--- src/rtl/imm_extend_pipe.sv ---
// Pipelined immediate extender. A two-entry skid buffer (OREG + SREG) lets it accept one beat
// per cycle under backpressure, and in_ready depends only on registered state.
module imm_extend_pipe #(
   parameter int IN_W  = 4,
   parameter int OUT_W = 16
) (
   input  logic             clk,
   input  logic             rst_n,
   input  logic             in_valid,
   output logic             in_ready,
   input  logic [IN_W-1:0]  in_data,
   input  logic [1:0]       in_mode,
   output logic             out_valid,
   input  logic             out_ready,
   output logic [OUT_W-1:0] out_data,
   output logic             out_neg
);

   typedef enum logic [1:0] {EMPTY = 2'd0, ONE = 2'd1, TWO = 2'd2} state_t;

   state_t                   state_q, state_d;
   logic signed [OUT_W-1:0]  oreg_q, oreg_d;
   logic signed [OUT_W-1:0]  sreg_q, sreg_d;
   logic                     neg_q, neg_d;
   logic                     in_ready_q, in_ready_d;
   logic                     out_valid_q, out_valid_d;
   logic                     in_xfer, out_xfer;
   logic signed [OUT_W-1:0]  ext;

   function automatic logic signed [OUT_W-1:0] extend(input logic [IN_W-1:0] d,
                                                      input logic [1:0]      m);
      logic signed [OUT_W-1:0] sx;
      sx = $signed({{(OUT_W-IN_W){d[IN_W-1]}}, d});
      case (m)
         2'b00:   return $signed({{(OUT_W-IN_W){1'b0}}, d});
         2'b01:   return sx;
         2'b10:   return $signed({sx[OUT_W-2:0], 1'b0});
         default: return $signed({d, {(OUT_W-IN_W){1'b0}}});
      endcase
   endfunction

   assign ext      = extend(in_data, in_mode);
   assign in_xfer  = in_valid && in_ready_q;
   assign out_xfer = out_valid_q && out_ready;

   always_ff @(posedge clk) begin
      if (!rst_n) begin
         state_q     <= EMPTY;
         oreg_q      <= '0;
         sreg_q      <= '0;
         neg_q       <= 1'b0;
         in_ready_q  <= 1'b1;
         out_valid_q <= 1'b0;
      end else begin
         state_q     <= state_d;
         oreg_q      <= oreg_d;
         sreg_q      <= sreg_d;
         neg_q       <= neg_d;
         in_ready_q  <= in_ready_d;
         out_valid_q <= out_valid_d;
      end
   end

   always_comb begin
      state_d = state_q;
      case (state_q)
         EMPTY: if (in_xfer) state_d = ONE;
         ONE: begin
            if (in_xfer && !out_xfer)      state_d = TWO;
            else if (!in_xfer && out_xfer) state_d = EMPTY;
         end
         TWO:     if (out_xfer) state_d = ONE;
         default: state_d = EMPTY;
      endcase
   end

   // Datapath moves: fresh beat into OREG when it is (or is becoming) free, else park it in SREG.
   always_comb begin
      oreg_d      = oreg_q;
      sreg_d      = sreg_q;
      in_ready_d  = (state_d != TWO);
      out_valid_d = (state_d != EMPTY);
      case (state_q)
         EMPTY: if (in_xfer) oreg_d = ext;
         ONE: begin
            if (in_xfer && out_xfer) oreg_d = ext;
            else if (in_xfer)        sreg_d = ext;
         end
         TWO:     if (out_xfer) oreg_d = sreg_q;
         default: ;
      endcase
      neg_d = oreg_d[OUT_W-1];
   end

   assign in_ready  = in_ready_q;
   assign out_valid = out_valid_q;
   assign out_data  = oreg_q;
   assign out_neg   = neg_q;

endmodule

--- config.mk ---
export PLATFORM = sky130hd
export DESIGN_NAME = imm_extend_pipe
export DESIGN_NICKNAME = d
export VERILOG_FILES = /design/src/rtl/imm_extend_pipe.sv
export SDC_FILE = /design/constraint.sdc
export NUM_CORES = 1
export LEC_CHECK = 0
export CAP_MARGIN = 20
export CORE_ASPECT_RATIO = 0.75
export CORE_UTILIZATION = 45
export DETAILED_ROUTE_END_ITERATION = 6
export DONT_BUFFER_PORTS = 1
export PLACE_DENSITY_LB_ADDON = 0.08
export SLEW_MARGIN = 40
export SYNTH_ARGS = -nofsm -noshare
export SYNTH_HDL_FRONTEND = slang
export SYNTH_SLANG_ARGS = --single-unit
--- constraint.sdc ---
create_clock -name clk -period 2.4 [get_ports clk]
set_input_delay 0.48 -clock clk [delete_from_list [all_inputs] [get_ports clk]]
set_output_delay 0.48 -clock clk [all_outputs]
set_load 0.005 [all_outputs]
Word level (Yosys, flattened, before mapping)
Cells that the tools add are included.
{"block": "classes", "n_eq_ne": 8, "n_mux": 10, "n_bitwise": 1, "n_reduce_logical": 13}
{"cell": "$pmux 16 s3", "count": 2}
{"cell": "$mux 16", "count": 3}
{"cell": "$mux 2", "count": 4}
{"cell": "$ne 2x2->1 const B", "count": 4}
{"cell": "$pmux 2 s3", "count": 1}
{"cell": "$logic_and 1x1->1", "count": 5}
{"cell": "$eq 2x1->1 const B", "count": 2}
{"cell": "$eq 2x2->1 const B", "count": 2}
{"cell": "$logic_not 2->1", "count": 2}
{"cell": "$reduce_and 4->1", "count": 1}
{"cell": "$reduce_and 3->1", "count": 1}
{"cell": "$reduce_bool 3->1", "count": 1}
{"cell": "$logic_not 1->1", "count": 2}
{"cell": "$reduce_bool 2->1", "count": 1}
{"cell": "$not 1->1", "count": 1}
{"block": "totals", "register_bits": 36, "input_bits": 10, "output_inout_bits": 19, "elab_cells": 38}

Logic depth before layout (Yosys ltp)
{"block": "depth", "depth_word": 7, "mapped_depth": 6, "depth_no_buf": 5}

Worst setup path before layout
Ideal clock, no wire load.
{"block": "synth_path", "kind": "input port to flip-flop", "from": "input in_mode[0]", "to": "register oreg_q[11], in the netlist out_data[11]", "setup_ns": 0.092, "arrival_ns": 1.460, "required_ns": 2.308, "setup_slack_ns": 0.848, "stages": 5, "n_path_buf": 1, "path_cell_list": "buf_2 -> and2b_1 -> o21a_1 -> nand2_1 -> a311oi_4"}
{"block": "synth_between", "elab_chain_cells": 4, "word_cells_on_any_way": 7, "cone_classes": "eq/ne (2); mux (4); reduce/logical (1)"}
{"element": "start: declaration", "line": "12", "text": "input logic [1:0] in_mode,"}
{"element": "$eq 2x2->1 (tied with other cells)", "line": "34", "text": "case (m)"}
{"element": "$pmux 16 s3 (*)", "line": "34"}
{"element": "$mux 16 (on tied branches)", "line": "86, 84"}
{"element": "$pmux 16 s3 (*)", "line": "83", "text": "case (state_q)"}
{"element": "end signal: assignment", "line": "56", "text": "oreg_q <= oreg_d;"}
{"element": "end: declaration", "line": "22", "text": "logic signed [OUT_W-1:0] oreg_q, oreg_d;"}
Every way passes the cells marked *; elsewhere a longest branch is shown, timed or not. The select of a mux whose other input is x is not followed.
A chain may end at the register's enable or synchronous reset.

Worst setup path after layout
{"block": "layout_path", "from": "register state_q[0]", "to": "register oreg_q[15], in the netlist out_data[15]"}
{"block": "layout_between", "elab_chain_cells": 3, "word_cells_on_any_way": 9, "cone_classes": "eq/ne (5); mux (1); reduce/logical (3)"}
{"element": "start: declaration", "line": "21", "text": "state_t state_q, state_d;"}
{"element": "start signal: assignment", "line": "55", "text": "state_q <= state_d;"}
{"element": "$eq 2x1->1 (tied with other cells)", "line": "83"}
{"element": "$ne 2x2->1 (no line) / $reduce_bool 3->1 (equally long branches)"}
{"element": "$reduce_and 4->1 (no line)"}
Several ways; a longest one is shown, not always the timed one.

==> impl_metrics.py <==
metrics = {
    "status": {
        "status": "completed",
    },
    "power_and_ir_drop": {
        "power.sequential.fraction_pct": 56.7,
        "static-leakage-power_nw": 0.394,
        "peakVddDrop_mv": 0.397,
        "cell_int_power_uw": 545,
        "power_density_mw_per_mm2": 695,
        "power.share.combinational_pct": 17.3,
        "net-switching-power_uw": 212,
        "clock_power_share_pct": 26.0,
        "total_power_uw": 757,
        "p_sw_share_pct": 28.0,
    },
    "floorplanning": {
        "design.portCount": 29,
        "floorplan.die.height_um": 45.5,
        "rows": 15,
        "die-area_sq_mm": 0.00273,
        "chipWidth_um": 60.0,
        "coreArea_sq_mm": 0.00235,
        "start_util_pct": 48.3,
    },
    "setup_path": {
        "timing.critical_path.required_ns": 2.61,
        "crit_arrival_ns": 1.95,
        "slowest_delay_ns": 0.44,
        "setup.worst_path.end_class": "flip-flop",
        "ff2ff_setup_slack_ns": 0.66,
        "cp_max_fo": 9,
        "crit_start_category": "flip-flop",
        "crit_chain": "nand2b_1 > a21oi_4 > or2_1 > o211a_1",
        "cpMaxStageDelayCell": "sky130_fd_sc_hd__dfxtp_1",
        "crit_path_class": "flip-flop to flip-flop",
    },
    "sta": {
        "hold-worst-slack_ns": 0.299,
        "finalSetupViolations": 0,
        "clock.fmax_mhz": 574,
        "finalClockSkew_ns": 0.00572,
        "slew_viol_final": 0,
        "final-hold-violation-count": 0,
        "rsz0062_at_grt": "false",
        "fin_tns_setup_ns": 0,
        "finalCritPeriodShare_pct": 72.6,
        "relSlewSlack_pct": 70.6,
        "timing_worst_slew_pin_value_ns": 0.441,
        "min_period_ns": 1.74,
    },
    "finish": {
        "fill_cells": 224,
        "syn2layout_area_growth_pct": -3.86,
        "fin_nets": 126,
        "mostFrequentLayoutCells": "sky130_fd_sc_hd__dfxtp_1, sky130_fd_sc_hd__nand2_1, sky130_fd_sc_hd__nor2_1",
        "combined_area_of_the_multi_input_logic_cells_sq_um": 559,
        "sequential_cell_area_sq_um": 440,
        "proportion_of_layout_cells_with_a_drive_suffix_above_1_pct": 8.70,
        "layout.cells.most_common": "sky130_fd_sc_hd__dfxtp_1",
        "diodes": 0,
    },
    "global_routing": {
        "vias_in_the_first_global_route": 763,
        "global_route_wire_length_before_repair_um": 3620,
        "grt_start_max_net_pins": 16,
        "globalRouteOverflowTotal": 0,
        "antenna_found_initial": 0,
        "grt_usage_pct": 18.2,
    },
    "job": {
        "cap_violations": 0,
    },
    "drt": {
        "detail_route.iter0.violations": 25,
        "remaining_drc_errors": 0,
        "detail_route.wirelength_um": 2230,
        "vias": 868,
        "drtAntennaViolNets": 0,
        "drt-vias-per-instance": 5.83,
        "drt_pass1_iterations": 4,
        "wl_per_cell_um": 15.0,
    },
    "cts": {
        "cts_hold_buf": 0,
        "tritoncts": "built",
        "clk_buf_depth": 2,
        "post-cts-setup-buffers": 0,
        "worstSkewPairLatency_ns": 0.30,
        "htree_levels": 1,
        "cts_num_sinks": 22,
        "cts.repair.resized": 0,
        "clock_tree.root_cell": "sky130_fd_sc_hd__clkbuf_4",
        "cts-buffers-inserted": 3,
        "path_clk_slew_ns": 0.11,
    },
    "yosys": {
        "syn-instance-count": 128,
        "synth.net_count": 138,
        "yosysUniqueCellTypes": 36,
        "number_of_flops_mapped_to_enable_cells_by_yosys": 0,
        "synthesis.yosys.warnings": 0,
        "synthArstFlopShare_pct": 0,
        "syn-mean-instance-area_sq_um": 8.86,
        "synth_ff_type": "sky130_fd_sc_hd__dfxtp_1",
        "post_synth_instance_area_sq_mm": 0.00113,
        "synth.ff_latch_count": 22,
        "yosysSeqAreaShare_pct": 38.9,
    },
    "worst_hold_path": {
        "worstHoldPathType": "primary input to flip-flop",
    },
    "place": {
        "gp_congestion": 0.801,
        "dp_wirelength_um": 1630,
        "numPortBuffers": 0,
    },
}
-- routing by layer --
metal / vias to the layer above / GRT usage (%) / part of all wire [%]
li1: 436 / - / -
met1: 399 / 24.3 / 49
met2: 27 / 27.3 / 42
met3: 6 / 7.39 / 7.6
met4: 0 / 5.12 / 1.3
met5: - / 0 / 0
-- worst paths after layout --
| check | start | end | depth (start not counted) |
|---|---|---|---|
| max reg2reg | state_q[0] | out_data[15] | 4 |
| max | state_q[0] | out_data[15] | 4 |
| min | rst_n | state_q[0] | 1 |
| min reg2reg | sreg_q[15] | sreg_q[15] | 2 |
-- kinds of logic after synthesis --
| family | share of synthesized area, % |
|---|---|
| AOI/OAI and AO/OA | 29.0 |
| buffers and inverters | 11.8 |
| DFF | 38.9 |
| muxes | 2.65 |
| and+or+nand+nor | 17.7 |
-- Yosys cell counts, types with 2 or more instances --
cell type | count | area (sq um)
sky130_fd_sc_hd__dfxtp_1 | 22 | 440
sky130_fd_sc_hd__nand2_1 | 17 | 63.8
sky130_fd_sc_hd__nor2_1 | 9 | 33.8
sky130_fd_sc_hd__buf_4 | 8 | 60.1
sky130_fd_sc_hd__a211oi_1 | 6 | 45.0
sky130_fd_sc_hd__o22ai_1 | 6 | 37.5
sky130_fd_sc_hd__buf_2 | 5 | 25.0
sky130_fd_sc_hd__o21a_1 | 4 | 30.0
sky130_fd_sc_hd__o21ai_0 | 4 | 20.0
sky130_fd_sc_hd__o221ai_1 | 4 | 35.0
sky130_fd_sc_hd__a21oi_1 | 3 | 15.0
sky130_fd_sc_hd__a22oi_1 | 3 | 22.5
sky130_fd_sc_hd__a311oi_1 | 3 | 26.3
sky130_fd_sc_hd__a31oi_1 | 3 | 18.8
sky130_fd_sc_hd__buf_6 | 3 | 33.8
sky130_fd_sc_hd__inv_1 | 3 | 11.3
sky130_fd_sc_hd__mux2i_1 | 3 | 30.0
sky130_fd_sc_hd__nand3_1 | 2 | 10.0
sky130_fd_sc_hd__nor2b_1 | 2 | 12.5
sky130_fd_sc_hd__o211a_1 | 2 | 20.0
-- registers in the layout, summed over array words and instances (netlist names) --
| name | count |
|---|---|
| out_data | 9 |
| in_ready | 1 |
| sreg_q | 9 |
| state_q | 2 |
| out_valid | 1 |
-- area by class of cell --
class	count	area share, %
Multi-Input combinational cell	86	51.3
Sequential cell	22	40.4
Tap cell	34	3.90
Clock buffer	4	3.33
Inverter	3	1.03
-- through the flow --
| step | instances | worst slack (ns) | util (%) | cell area [sq um] |
|---|---|---|---|---|
| 2_1_floorplan | 128 | 0.848 | - | 1130 |
| 3_3_place_gp | 145 | 0.808 | 44.9 | 1050 |
| 3_5_place_dp | 145 | 0.697 | 44.9 | 1050 |
| 4_1_cts | 149 | 0.674 | 46.5 | 1090 |
| 5_1_grt | 149 | 0.525 | 46.5 | 1090 |
| 6_report | 149 | 0.657 | 46.5 | 1090 |
-- power groups by stage --
stage | logic, mW | registers (mW) | clock network, mW
final | 0.131 | 0.429 | 0.197
after global routing | 0.148 | 0.436 | 0.219
after CTS | 0.131 | 0.429 | 0.206
after detailed placement | 0.130 | 0.438 | 0
after global placement | 0.130 | 0.438 | 0
after floorplan | 0.153 | 0.428 | 0
-- critical path, delay by kind of cell (launching register included) --
family	cells	cell delay, ns
compound gates	2	0.41
flops	1	0.44
simple gates	2	0.79
(Power assumes the default switching activity.)
